File: config.mk
export PLATFORM = sky130hd
export DESIGN_NAME = fetch_stage
export DESIGN_NICKNAME = d
export VERILOG_FILES = /design/src/rtl/riscv_pkg.sv /design/src/rtl/fetch_queue.sv /design/src/rtl/fetch_stage.sv
export SDC_FILE = /design/constraint.sdc
export NUM_CORES = 1
export LEC_CHECK = 0
export CORE_ASPECT_RATIO = 1.2
export CORE_MARGIN = 1.5
export CORE_UTILIZATION = 35
export DETAILED_ROUTE_END_ITERATION = 8
export PLACE_DENSITY = 0.53
export SLEW_MARGIN = 25
export SYNTH_ARGS = -nofsm -noshare
export SYNTH_HDL_FRONTEND = slang
export SYNTH_HIERARCHICAL = 1
export SYNTH_SLANG_ARGS = --single-unit
File: constraint.sdc
create_clock -name clk -period 3.4 [get_ports clk]
set_input_delay 0.85 -clock clk [delete_from_list [all_inputs] [get_ports clk]]
set_output_delay 0.85 -clock clk [all_outputs]
set_load 0.05 [all_outputs]
File: src/rtl/riscv_pkg.sv
// ============================================================================
// Module      : riscv_pkg
// Description : Types and constants shared by the riscv_pipelined_processor
//               front end (fetch entry layout, NOP encoding, reset PC).
// Revision    : 1.0 - initial release
// ============================================================================
`default_nettype none

package riscv_pkg;

  localparam int REG_WIDTH = 32;

  // Canonical NOP (addi x0, x0, 0); decode inserts it for bubbles.
  localparam logic [REG_WIDTH-1:0] INST_NOP = 32'h0000_0013;

  // Default PC loaded on reset.
  localparam logic [REG_WIDTH-1:0] RESET_PC = 32'h0000_0000;

  // One prefetched instruction together with the address it came from.
  typedef struct packed {
    logic [REG_WIDTH-1:0] pc;
    logic [REG_WIDTH-1:0] inst;
  } fetch_entry_t;

endpackage : riscv_pkg

`default_nettype wire

File: src/rtl/fetch_queue.sv
// ============================================================================
// Module      : fetch_queue
// Description : Small synchronous FIFO of fetch entries. Flush empties the
//               queue and takes priority over a push on the same edge. The
//               head reads as zero while the queue is empty.
// Revision    : 1.0 - initial release
// ============================================================================
`default_nettype none

module fetch_queue
  import riscv_pkg::*;
#(
  parameter int DEPTH = 4
) (
  input  logic                   clk,
  input  logic                   rst,
  input  logic                   push_i,
  input  fetch_entry_t           push_data_i,
  input  logic                   pop_i,
  input  logic                   flush_i,
  output fetch_entry_t           head_o,
  output logic [$clog2(DEPTH):0] count_o
);

  localparam int             PW     = $clog2(DEPTH);
  localparam logic [PW:0]    C_FULL = (PW+1)'(DEPTH);

  fetch_entry_t    mem_q [DEPTH];
  logic [PW-1:0]   wr_ptr_q, wr_ptr_d;
  logic [PW-1:0]   rd_ptr_q, rd_ptr_d;
  logic [PW:0]     count_q,  count_d;
  logic            w_pop;
  logic            w_push;

  // A pop needs data; a push needs room, which a same-edge pop provides.
  assign w_pop  = pop_i  && (count_q != '0);
  assign w_push = push_i && ((count_q != C_FULL) || w_pop) && !flush_i;

  // Next pointer/occupancy state; flush wins over any push or pop.
  always_comb begin
    wr_ptr_d = wr_ptr_q;
    rd_ptr_d = rd_ptr_q;
    count_d  = count_q;
    if (flush_i) begin
      wr_ptr_d = '0;
      rd_ptr_d = '0;
      count_d  = '0;
    end else begin
      if (w_push) wr_ptr_d = wr_ptr_q + 1'b1;
      if (w_pop)  rd_ptr_d = rd_ptr_q + 1'b1;
      case ({w_push, w_pop})
        2'b10:   count_d = count_q + 1'b1;
        2'b01:   count_d = count_q - 1'b1;
        default: count_d = count_q;
      endcase
    end
  end

  // Register pointers and occupancy.
  always_ff @(posedge clk) begin
    if (rst) begin
      wr_ptr_q <= '0;
      rd_ptr_q <= '0;
      count_q  <= '0;
    end else begin
      wr_ptr_q <= wr_ptr_d;
      rd_ptr_q <= rd_ptr_d;
      count_q  <= count_d;
    end
  end

  // Storage write; contents need no reset because count gates visibility.
  always_ff @(posedge clk) begin
    if (w_push && !rst) mem_q[wr_ptr_q] <= push_data_i;
  end

  assign head_o  = (count_q != '0) ? mem_q[rd_ptr_q] : '0;
  assign count_o = count_q;

endmodule : fetch_queue

`default_nettype wire

File: src/rtl/fetch_stage.sv
// ============================================================================
// Module      : fetch_stage
// Description : Instruction-fetch front end. Owns the PC, issues word
//               addresses to a 1-cycle synchronous instruction memory under
//               a credit rule that keeps the prefetch queue from
//               overflowing, and restarts on redirects from execute.
// Revision    : 1.0 - initial release
// ============================================================================
`default_nettype none

module fetch_stage #(
  parameter int                   REG_WIDTH  = 32,
  parameter int                   NUM_INST   = 128,
  parameter int                   FIFO_DEPTH = 4,
  parameter logic [REG_WIDTH-1:0] RESET_PC   = riscv_pkg::RESET_PC
) (
  input  logic                        clk,
  input  logic                        rst,
  output logic                        imem_req,
  output logic [$clog2(NUM_INST)-1:0] imem_addr,
  input  logic [REG_WIDTH-1:0]        imem_rdata,
  input  logic                        redirect_valid,
  input  logic [REG_WIDTH-1:0]        redirect_pc,
  input  logic                        id_ready,
  output logic                        id_valid,
  output logic [REG_WIDTH-1:0]        id_inst,
  output logic [REG_WIDTH-1:0]        id_pc
);

  import riscv_pkg::*;

  localparam int AW = $clog2(NUM_INST);
  localparam int CW = $clog2(FIFO_DEPTH) + 1;

  logic [REG_WIDTH-1:0] pc_q,        pc_d;
  logic [REG_WIDTH-1:0] req_pc_q,    req_pc_d;
  logic                 epoch_q,     epoch_d;
  logic                 req_epoch_q, req_epoch_d;
  logic                 inflight_q,  inflight_d;

  logic [CW-1:0]        w_count;
  logic [CW:0]          w_used;
  logic                 w_push;
  logic                 w_pop;
  fetch_entry_t         w_head;
  fetch_entry_t         w_push_entry;
  logic                 w_unused_redirect_lsbs;

  // Target is forced word-aligned, so its low bits never matter.
  assign w_unused_redirect_lsbs = &{1'b0, redirect_pc[1:0]};

  // Queue slots already spoken for: stored entries plus the pending response.
  assign w_used    = {1'b0, w_count} + {{CW{1'b0}}, inflight_q};
  assign imem_req  = !rst && !redirect_valid && (w_used < (CW+1)'(FIFO_DEPTH));
  assign imem_addr = pc_q[AW+1:2];

  // A response is kept only if no redirect has happened since it was issued.
  assign w_push       = !rst && inflight_q && (req_epoch_q == epoch_q) && !redirect_valid;
  assign w_push_entry = '{pc: req_pc_q, inst: imem_rdata};
  assign w_pop        = id_valid && id_ready;

  fetch_queue #(
    .DEPTH (FIFO_DEPTH)
  ) u_queue (
    .clk         (clk),
    .rst         (rst),
    .push_i      (w_push),
    .push_data_i (w_push_entry),
    .pop_i       (w_pop),
    .flush_i     (redirect_valid),
    .head_o      (w_head),
    .count_o     (w_count)
  );

  assign id_valid = !rst && (w_count != '0);
  assign id_inst  = id_valid ? w_head.inst : '0;
  assign id_pc    = id_valid ? w_head.pc   : '0;

  // Next PC / epoch / in-flight tracking; a redirect overrides issue.
  always_comb begin
    pc_d        = pc_q;
    req_pc_d    = req_pc_q;
    epoch_d     = epoch_q;
    req_epoch_d = req_epoch_q;
    inflight_d  = inflight_q;
    if (redirect_valid) begin
      pc_d       = {redirect_pc[REG_WIDTH-1:2], 2'b00};
      epoch_d    = ~epoch_q;
      inflight_d = 1'b0;
    end else begin
      inflight_d = imem_req;
      if (imem_req) begin
        pc_d        = pc_q + REG_WIDTH'(4);
        req_pc_d    = pc_q;
        req_epoch_d = epoch_q;
      end
    end
  end

  // Fetch control registers.
  always_ff @(posedge clk) begin
    if (rst) begin
      pc_q        <= RESET_PC;
      req_pc_q    <= '0;
      epoch_q     <= 1'b0;
      req_epoch_q <= 1'b0;
      inflight_q  <= 1'b0;
    end else begin
      pc_q        <= pc_d;
      req_pc_q    <= req_pc_d;
      epoch_q     <= epoch_d;
      req_epoch_q <= req_epoch_d;
      inflight_q  <= inflight_d;
    end
  end

endmodule : fetch_stage

`default_nettype wire

==> out/qor.csv <==
stage;metric;value;unit
outcome;outcome;complete, no violations;
drt;Detail Route Antenna Nets;0;
timing;RSZ-0062 raised after global routing;false;
synthesis;Post-synth EDFFs;256;
clocking;Post-CTS Setup Repair Bufs;2;
grt;global-route wire length before repair;46.3;mm
clocking;cts-stage hold buffer count;0;
die;Die Wd;183;µm
clocking;Max Buffers Root-to-Sink;3;
timing;Fin. Hold Viols;0;
timing;worst setup margin;0.267;ns
timing;worst rel slew slack;36.6;%
clocking;CTS tree;yes;
drt;post-DR wirelength/cell;18.8;µm
drt;Pre-antenna DRT Iters;5;
timing;Final setup viols;0;
power;sw power;1.73;mW
synthesis;Synth Instances;908;
timing;min cycle time layout;3.13;ns
power;Clk pwr share;45.9;%
synthesis;Synth area leader;edfxtp_1;
timing;Max Freq;319;MHz
job;Max Cap Viol;0;
drt;met2 routed WL;14.8;mm
grt;total grt overflow;0;
worst_hold_path;Hold Crit Class;flop to flop;
drt;DRC;0;
clocking;# resized after CTS;0;
layout;filler cell count;3337;
grt;vias in the first global route;8011;
critical_path;WP data arrival;2.28;ns
critical_path;data required time of the critical path;2.55;ns
synthesis;post-synthesis sequential area ratio;67.4;%
synthesis;Distinct cells, synth;63;
clocking;Clock Sinks;328;
die;number of core rows;78;
drt;via count;7912;
synthesis;Synth area leaders;edfxtp_1, dfxtp_1, mux4_2, nor2b_1, and2_1;
layout;Area Overhead vs Synth;29.8;%
worst_hold_path;hold path start;u_queue/rd_ptr_q[0]$_SDFFE_PP0P_;
timing;Slew @ Worst Pin;0.943;ns
place;placed insts;1505;
die;Initial Utilization;35.7;%
drt;met1 wire length;12.9;mm
critical_path;startpoint type of the worst setup path;flop;
timing;Slew Limit Fails;0;
synthesis;synth warn;6;
die;Die Y;219;µm
die;Core Box Area;38000;µm²
drt;wire length on met3;1.20;mm
grt;Total GRT Usage;15.1;%
timing;Clock Skew;0.0107;ns
power;switching power share of the total;20.1;%
power;cell-internal power;6.89;mW
timing;part of the cycle the worst path needs;92.1;%
layout;layout cells sized above 1;22.6;%
synthesis;top_reg_cell synth;edfxtp_1;
clocking;TritonCTS buffer count;35;
clocking;Reg clk slew, reported paths;0.06;ns
place;IO Port Bufs;138;
critical_path;Worst Reg2Reg Path Length in Cells;12;
power;P_leak;5.70;nW
power;combinational power share;3.3;%
grt;initial antenna violation count;0;
synthesis;syn_area_per_cell;14.9;µm²
drt;final wirelength;29.5;mm
layout;ANT cells;0;
critical_path;Setup Crit Path Kind;flop to output pin;
synthesis;share of flip-flops with an asynchronous set or reset;0;%
drt;DRT iter0 DRCs;385;
critical_path;critical path endpoint category;output pin;
critical_path;FF-to-FF setup slack;0.39;ns
place;post-place setup slack;-0.138;ns
worst_hold_path;Worst Hold Path Cells;2;
drt;via density per instance;5.04;
drt;DR top layer;met4;
clocking;clk_lat worst skew;0.51;ns
synthesis;Yosys reg bits;328;
place;hpwl dp;17.9;mm
critical_path;CP max FO;29;
power;PwrDens;490;nW/µm²
critical_path;Worst R2R Start;u_queue/count_o[0]$_SDFFE_PP0P_;
power;Reg power frac;50.9;%
clocking;CTS root buf;clkbuf_16;
layout;Post-Layout Cell Count;1569;
layout;Net count, final;1139;
synthesis;area share of the largest cell type after synthesis;56.7;%
grt;pin count of the biggest net entering global routing;66;
synthesis;post-synth design cell area;13500;µm²
power;maximum vdd drop;0.318;mV
place;GPL Wtd Cong;0.790;
clocking;H-tree depth;2;
die;die area;39900;µm²
die;I/O pins;141;
==> through the flow <==
stage / TNS (ns) / power, mW / cell area, µm² / hold slack (ns) / util [%]
2_1_floorplan: 0 / 4.60 / 13600 / 0.448 / -
3_3_place_gp: -0.122 / 4.75 / 16400 / 0.455 / 43.1
3_5_place_dp: -0.138 / 4.76 / 16400 / 0.473 / 43.1
4_1_cts: 0 / 8.75 / 17600 / 0.493 / 46.3
5_1_grt: 0 / 8.91 / 17600 / 0.518 / 46.3
6_report: 0 / 8.63 / 17600 / 0.485 / 46.3
==> final timing paths <==
path | end
min | flop
min reg2reg | flop
max | id_pc[19]
max reg2reg | u_queue/count_o[2]$_SDFFE_PP0P_
==> logic make-up after synthesis <==
| kind of cell | synth area share (%) |
|---|---|
| adders and majority gates | 0.702 |
| buffers and inverters | 2.49 |
| DFF | 67.4 |
| and+or+nand+nor | 13.1 |
| muxes | 10.7 |
| xor gates and xnor gates | 0.646 |
| other | 0.0277 |
| AOI/OAI and AO/OA | 4.92 |
==> per-layer routing <==
layer	up-vias	track usage (%)
met5	-	0
met4	0	3.88
met3	37	2.62
met2	176	26.1
met1	3988	19.6
li1	3711	-
==> layout make-up <==
class                   count  area [µm²]  area share [%]
clock inverters            16         190            1.08
well taps                 480         601            3.41
flip-flops and latches    328        9140            51.9
multi-input cells         516        4150            23.6
inverters                  12        45.0           0.256
repair buffers            171        2450            14.0
clock buffers              46        1020            5.80
==> critical path, stage by stage (launching register included) <==
cell and delay, ns:
dfxtp_4 0.69, buf_4 0.29, mux4_2 0.32, and2b_1 0.17, and2_1 0.16, buf_12 0.15
==> power by group through the flow <==
stage | Combinational (mW) | Clock, mW | Sequential, mW
global placement | 0.281 | 0 | 4.47
finish | 0.281 | 3.96 | 4.39
global route | 0.308 | 4.21 | 4.39
CTS | 0.284 | 4.07 | 4.39
detailed placement | 0.283 | 0 | 4.47
floorplan | 0.141 | 0 | 4.46
==> state kept, by name, indices dropped and copies added, names as in the netlist, named ones only <==
name and cells:
u_queue/mem_q 256, req_pc_q 30, inflight_q 1, req_epoch_q 1, epoch_q 1, u_queue/count_o 3
pc_q 30, u_queue/rd_ptr_q 2, u_queue/wr_ptr_q 2
==> synthesized netlist by cell type, types with 2 or more instances <==
master / instances
nor3_1: 8
dfxtp_1: 72
o22ai_1: 8
a21oi_1: 58
nand3_1: 9
clkbuf_1: 32
a221oi_1: 2
buf_1: 3
nand4_1: 12
or2_2: 2
nand3b_1: 4
mux4_2: 64
and2_1: 65
nor4_1: 3
xor2_1: 9
and3_1: 5
a22oi_1: 11
and3_2: 4
a31oi_1: 6
buf_4: 14
edfxtp_1: 256
o21ai_0: 16
nor4b_1: 2
nor2b_1: 76
buf_2: 9
nand2_1: 82
or3_1: 5
or4b_1: 2
nor2_1: 17
inv_1: 11
a32oi_1: 4
ha_1: 6
==> cells in the final DEF (no fill, tap or decap), types with 11 or more instances in the layout <==
master,netlist,routed
edfxtp_1,256,256
nand2_1,82,81
buf_12,0,80
nor2b_1,76,76
dfxtp_1,72,70
clkdlybuf4s50_1,0,70
and2_1,65,64
mux4_2,64,64
a21oi_1,58,58
clkbuf_16,0,38
buf_4,14,19
nor2_1,17,16
o21ai_0,16,16
nand4_1,12,12
inv_1,11,11
a22oi_1,11,11
(Power assumes the default switching activity.)
